File: config.mk
export PLATFORM = sky130hd
export DESIGN_NAME = traffic_intersection_ctrl
export DESIGN_NICKNAME = d
export VERILOG_FILES = /design/src/rtl/traffic_intersection_ctrl.sv
export SDC_FILE = /design/constraint.sdc
export NUM_CORES = 1
export LEC_CHECK = 0
export CORE_MARGIN = 10
export CORE_UTILIZATION = 56
export CTS_CLUSTER_DIAMETER = 60
export DETAILED_ROUTE_END_ITERATION = 7
export PLACE_DENSITY = 0.83
export SKIP_LAST_GASP = 1
export SYNTH_ARGS = -nofsm -noshare
export SYNTH_HDL_FRONTEND = slang
export SYNTH_SLANG_ARGS = --single-unit
File: constraint.sdc
create_clock -name clock -period 5.07 [get_ports clock]
set_input_delay 1.014 -clock clock [delete_from_list [all_inputs] [get_ports clock]]
set_output_delay 1.014 -clock clock [all_outputs]
set_load 0.01 [all_outputs]
File: src/rtl/traffic_intersection_ctrl.sv
// Round-robin N_DIR-approach intersection controller with pedestrian-extended greens.
// Define FLASH_MODE_EN to add the 'flash' input and a flashing-yellow state.
module traffic_intersection_ctrl #(
  parameter int N_DIR           = 4,
  parameter int GREEN_TICKS     = 8,
  parameter int YELLOW_TICKS    = 3,
  parameter int ALLRED_TICKS    = 2,
  parameter int PED_EXTRA_TICKS = 4,
  parameter int CNT_W           = 8,
  parameter int FLASH_HALF      = 5,
  localparam int DW = (N_DIR > 1) ? $clog2(N_DIR) : 1
) (
  input  logic             clock,
  input  logic             reset,
  input  logic             enable,
`ifdef FLASH_MODE_EN
  input  logic             flash,
`endif
  input  logic [N_DIR-1:0] ped_req,
  output logic [N_DIR-1:0] red,
  output logic [N_DIR-1:0] yellow,
  output logic [N_DIR-1:0] green,
  output logic [N_DIR-1:0] walk,
  output logic [DW-1:0]    cur_dir
);

  typedef enum logic [1:0] {
    S_GREEN  = 2'd0,
    S_YELLOW = 2'd1,
    S_ALLRED = 2'd2
`ifdef FLASH_MODE_EN
    , S_FLASH = 2'd3
`endif
  } state_t;

  localparam logic [CNT_W-1:0] G_LOAD  = CNT_W'(GREEN_TICKS - 1);
  localparam logic [CNT_W-1:0] GP_LOAD = CNT_W'(GREEN_TICKS + PED_EXTRA_TICKS - 1);
  localparam logic [CNT_W-1:0] Y_LOAD  = CNT_W'(YELLOW_TICKS - 1);
  localparam logic [CNT_W-1:0] AR_LOAD = CNT_W'(ALLRED_TICKS - 1);
  localparam logic [N_DIR-1:0] ONE     = N_DIR'(1);

  // Reject parameter sets the timer or state machine cannot honour.
  if (N_DIR < 2 || GREEN_TICKS < 1 || YELLOW_TICKS < 1 || ALLRED_TICKS < 1 ||
      PED_EXTRA_TICKS < 0 || FLASH_HALF < 1 ||
      (GREEN_TICKS + PED_EXTRA_TICKS - 1) >= (2 ** CNT_W)) begin : g_bad_params
    $error("traffic_intersection_ctrl: illegal parameter combination");
  end

`ifdef FLASH_MODE_EN
  localparam logic [CNT_W-1:0] FL_LOAD = CNT_W'(FLASH_HALF - 1);
`endif

  state_t           state;
  logic [CNT_W-1:0] timer;
  logic [N_DIR-1:0] ped_pend;
  logic [DW-1:0]    nxt_dir;
  logic [N_DIR-1:0] nxt_mask;
  logic             served;

  // A request arriving on the very edge that opens the green still counts as served.
  always_comb begin
    nxt_dir  = (cur_dir == DW'(N_DIR - 1)) ? '0 : cur_dir + 1'b1;
    nxt_mask = ONE << nxt_dir;
    served   = |(nxt_mask & (ped_pend | ped_req));
  end

  always_ff @(posedge clock or posedge reset) begin
    if (reset) begin
      state    <= S_ALLRED;
      cur_dir  <= DW'(N_DIR - 1);
      timer    <= AR_LOAD;
      red      <= '1;
      yellow   <= '0;
      green    <= '0;
      walk     <= '0;
      ped_pend <= '0;
    end else begin
      ped_pend <= ped_pend | ped_req;
`ifdef FLASH_MODE_EN
      if (flash) begin
        if (state != S_FLASH) begin
          state  <= S_FLASH;
          timer  <= FL_LOAD;
          red    <= '0;
          green  <= '0;
          walk   <= '0;
          yellow <= '1;
        end else if (enable) begin
          if (timer == '0) begin
            timer  <= FL_LOAD;
            yellow <= ~yellow;
          end else begin
            timer <= timer - 1'b1;
          end
        end
      end else if (state == S_FLASH) begin
        state  <= S_ALLRED;
        timer  <= AR_LOAD;
        red    <= '1;
        yellow <= '0;
      end else
`endif
      if (enable) begin
        if (timer != '0) begin
          timer <= timer - 1'b1;
        end else begin
          case (state)
            S_ALLRED: begin
              state    <= S_GREEN;
              cur_dir  <= nxt_dir;
              green    <= nxt_mask;
              red      <= ~nxt_mask;
              walk     <= served ? nxt_mask : '0;
              timer    <= served ? GP_LOAD : G_LOAD;
              ped_pend <= (ped_pend | ped_req) & ~nxt_mask;
            end
            S_GREEN: begin
              state  <= S_YELLOW;
              yellow <= ONE << cur_dir;
              green  <= '0;
              walk   <= '0;
              timer  <= Y_LOAD;
            end
            S_YELLOW: begin
              state  <= S_ALLRED;
              yellow <= '0;
              red    <= '1;
              timer  <= AR_LOAD;
            end
            default: begin
              state  <= S_ALLRED;
              red    <= '1;
              yellow <= '0;
              green  <= '0;
              walk   <= '0;
              timer  <= AR_LOAD;
            end
          endcase
        end
      end
    end
  end

endmodule

---- After elaboration in Yosys (flattened, before gate mapping) ----
Index checks and enable logic that the tools add are counted.
storage, ports and cells
  output and inout bits ................... 18
  input port bits ......................... 7
  flip-flop bits (word level) ............. 32
  logic and storage cells ................. 44
operators by class
  reductions and logical operators ........ 8
  eq/ne operators ......................... 3
  add/sub/neg operators ................... 2
  mux-type cells .......................... 13
  shifts and indexed selects .............. 2
  bitwise gates (word level) .............. 8
operators by type and width
  kind                                                                    count
  4-bit one-hot mux with 2 select lines                                   5
  4-bit two-way mux                                                       5
  3-bit AND reduction                                                     4
  4-bit bitwise AND                                                       2
  8-bit two-way mux                                                       1
  8-bit nonzero test                                                      1
  1-bit by 2-bit << shifter with 4-bit output (first input constant)      2
  8-bit by 1-bit subtractor with 8-bit output (second input constant)     1
  2-bit equality test (second input constant)                             2
  1-bit NOT                                                               4
  4-bit NOT                                                               1
  4-bit bitwise OR                                                        1
  2-bit one-hot mux with 2 select lines                                   1
  4-bit OR reduction                                                      1
  2-bit by 1-bit adder with 2-bit output (second input constant)          1
  2-bit by 1-bit equality test with 1-bit output (second input constant)  1
  2-bit zero test                                                         1
  2-bit two-way mux                                                       1
  2-bit AND reduction                                                     1

---- Logic depth before layout (Yosys ltp) ----
  depth in word-level cells ............... 8
  mapped depth ............................ 6
  mapped depth without buffers ............ 5

---- Worst setup path before layout ----
No wires, ideal clock.
  path kind ............................... input-to-reg
  start ................................... input port enable
  end ..................................... register timer[5]
  cell stages on the path ................. 3
  path buffers ............................ 0
  slack ................................... 2,809 ps
  data required time ...................... 4,992 ps
  library setup time ...................... 78 ps
  arrival ................................. 2,184 ps
  cell sequence ........................... or4b_2 or4_1 a21oi_1
RTL lines
  item                  line  text
  from (decl)           15    input logic enable,
  to (signal assigned)  105   timer <= timer - 1'b1;
  to (signal assigned)  114   timer <= served ? GP_LOAD : G_LOAD;
  to (decl)             54    logic [CNT_W-1:0] timer;

---- Worst setup path after layout ----
  start ................................... input port enable
  end ..................................... register cur_dir[1]
on the way
  cells in the longest elaborated chain, start to end .. 1
ends and longest elaborated chain
  item                           line  text
  3-bit AND reduction (no line)  -
  to (signal assigned)           70    cur_dir <= DW'(N_DIR - 1);
  to (signal assigned)           110   cur_dir <= nxt_dir;
  to (decl)                      24    output logic [DW-1:0] cur_dir
No other way between the ends.
A chain may end at the register's enable or synchronous reset.

==> metrics.cfg <==
[outcome]
run_status=completed

[yosys]
syn-instance-count=126
synth.most_common_cell=dfrtp_1
synthTopCellsByCount=dfrtp_1 (24), a22o_1 (9), inv_1 (9)
synth_edf_count=0
synth_top_area_frac=0.403
syn-num-nets=139
ys_warn_count=0
synth_seq_area_share=0.545
synth_xor_area_frac=0.00588
synth.area.mux_share=0.0303
netlist_area_um2=1490
synth.avg_cell_area_um2=11.8
synth_top_family_by_area=compound AO/OA/AOI/OAI gates
ys_types=39
synth_adder_area_share=0.0504
ys_ff_latch=32
synth_area_leaders=dfrtp_1 (40%), dfstp_2 (14%), a22o_1 (5.3%)
synth_top_flop_cell=dfrtp_1
yosys.area_share.simple=0.134
synth_top_area_cell=dfrtp_1
async_flop_share=1.00
synth-compound-area-share=0.197

[global_route]
grt_usage=0.144
grt_start_max_net_pins=33
grt_pass1_vias=1196
grt_pass1_wl_mm=5.87
antenna_found_initial=0
grt-ovfl-total=0

[drt]
drtAntennaViolNets=0
wire_per_inst_um=19.0
num_vias=1142
viasPerCell=6.21
dr.pass1.iters=4
wl_mm=3.50
drcViolationCount=0
first_iter_violations=56

[floorplan]
row_count=18
die_area_um2=5120
die_h_um=71.6
die_x_um=71.6
start_util=0.596
core_um2=2500
boundaryPins=25

[clock_tree]
clkTransAtPathRegs_ns=0.09
tritoncts=done
cts.hold.buffers_added=0
cts_inserted_buffers=5
clock_latency_ns=0.34
ctsHtreeMaxLevel=2
cts_setup_buffers=0
cts_root_buf=clkbuf_4
cts-resized-gates=0
cts_sinks=32
cts_buffer_depth=2

[finish]
antenna_cells=0
layout-drive-gt1-share=0.162
nNetsFinal=166
fillCellCount=183
area_growth_syn_to_layout_pct=21.7
multi_input_area_um2=621
seqCellArea_um2=811

[worst_setup_path]
path_max_fanout=18
crit_start=enable
crit_end=cur_dir[1]
r2r-end=cur_dir[1]
cp.arrival_ns=3.08
cp.required_ns=5.34
r2r_slack_ns=2.60
cpPeakStageDelay_ns=0.80
slowest_stage=nor4_4
r2r_cells=3
crit_chain=clkdlybuf4s50_1 -> nand3b_1 -> nor4_4 -> mux2_2
worstReg2RegStart=timer[4]
endpoint_kind=flop
start_kind=primary input
critical_path_class=primary input to flop

[timing]
clock_skew_ns=0.0119
slew_viol_final=0
rsz0062_at_grt=false
setup_ws_ns=2.26
min_period_ns=2.81
fin_crit_sh=0.554
relSlewSlack=0.399
worstMarginPinSlew_ns=0.894
setup_viol=0
max_freq_ghz=0.356
setup_tns_ns=0
hold_violations=0

[flow_run]
cap_viol_max_count=0

[pwr]
vdd_drop_max_mv=0.351
p_total_uw=767
pwr_density_cell_nw_per_um2=423
p_leak_nw=0.763

[placement]
pre_cts_slack_ns=1.95
port_buffers=24
gp_congestion=0.842
hpwlAfterDp_mm=2.51

[worst_hold_path]
hold_path.class=flop to flop

## kinds of logic after synthesis
logic type	Yosys count
AOI/OAI and AO/OA	38
xor gates and xnor gates	1
DFF	32
adders and majority gates	6
and+or+nand+nor	31
muxes	4
buffers and inverters	14
## flip-flops by register name (all words and copies together) (netlist names)
register and flops:
walk 4, red 4, timer 8, green 4, ped_pend 4, state 2
yellow 4, cur_dir 2
## layer usage
metal	vias to the layer above	GRT usage	part of all wire	wire (um)
met4	0	0.0624	0.016	55
met5	-	0	0	0
met1	576	0.160	0.43	1500
met2	27	0.231	0.49	1730
met3	5	0.0634	0.061	214
li1	534	-	-	-
## worst max-delay path, delay by kind of cell
family,cells,cell delay [ns]
buffers and inverters,1,0.59
and+or+nand+nor,2,1.05
muxes,1,0.42
## cell usage in the layout (no fill, tap or decap), types with 2 or more instances in the layout
cell type / instances
a22o_1: 9
o2111ai_1: 2
clkbuf_4: 5
a21oi_1: 5
mux2_2: 4
o211ai_1: 2
nand4_1: 2
ha_1: 6
dfstp_2: 8
nor4_1: 2
clkdlybuf4s50_1: 24
a2bb2oi_1: 3
inv_1: 9
o31ai_1: 2
nand3_1: 2
clkinv_2: 2
a32o_1: 4
o21ai_0: 6
dfrtp_1: 24
nor2_1: 6
or4_1: 3
nand2_1: 5
## report_power, final
part | internal, mW | total [mW] | switching [mW]
sequential | 0.321 | 0.385 | 0.0639
combinational | 0.110 | 0.228 | 0.118
clock | 0.0659 | 0.154 | 0.0882
total | 0.497 | 0.767 | 0.270
## final cells by class
type,instances,share of cell area
clock buffer,6,0.0283
clock inverter,2,0.00552
inverter,9,0.0186
multi-input combinational,80,0.343
sequential,32,0.448
tap,30,0.0207
timing repair buffer,25,0.137
## worst min-delay path by stage
| stage | cells past startpoint | slack, ns | to | start |
|---|---|---|---|---|
| 2_1_floorplan | 2 | 0.47 | timer[1] | timer[1] |
| 3_3_place_gp | 1 | 0.48 | walk[0] | walk[0] |
| 3_5_place_dp | 1 | 0.49 | yellow[1] | yellow[1] |
| 4_1_cts | 1 | 0.51 | red[0] | red[0] |
| 5_1_grt | 1 | 0.52 | red[1] | red[1] |
| 6_report | 1 | 0.51 | red[0] | red[0] |
## through the flow
step	area (um^2)	hold slack [ns]	std cells	utilization
finish	1810	0.509	184	0.725
global route	1810	0.521	184	0.725
CTS	1810	0.511	184	0.725
detailed placement	1750	0.489	176	0.700
global placement	1750	0.484	176	0.700
floorplan	1490	0.466	126	-
Power figures use the tool's default switching activity.
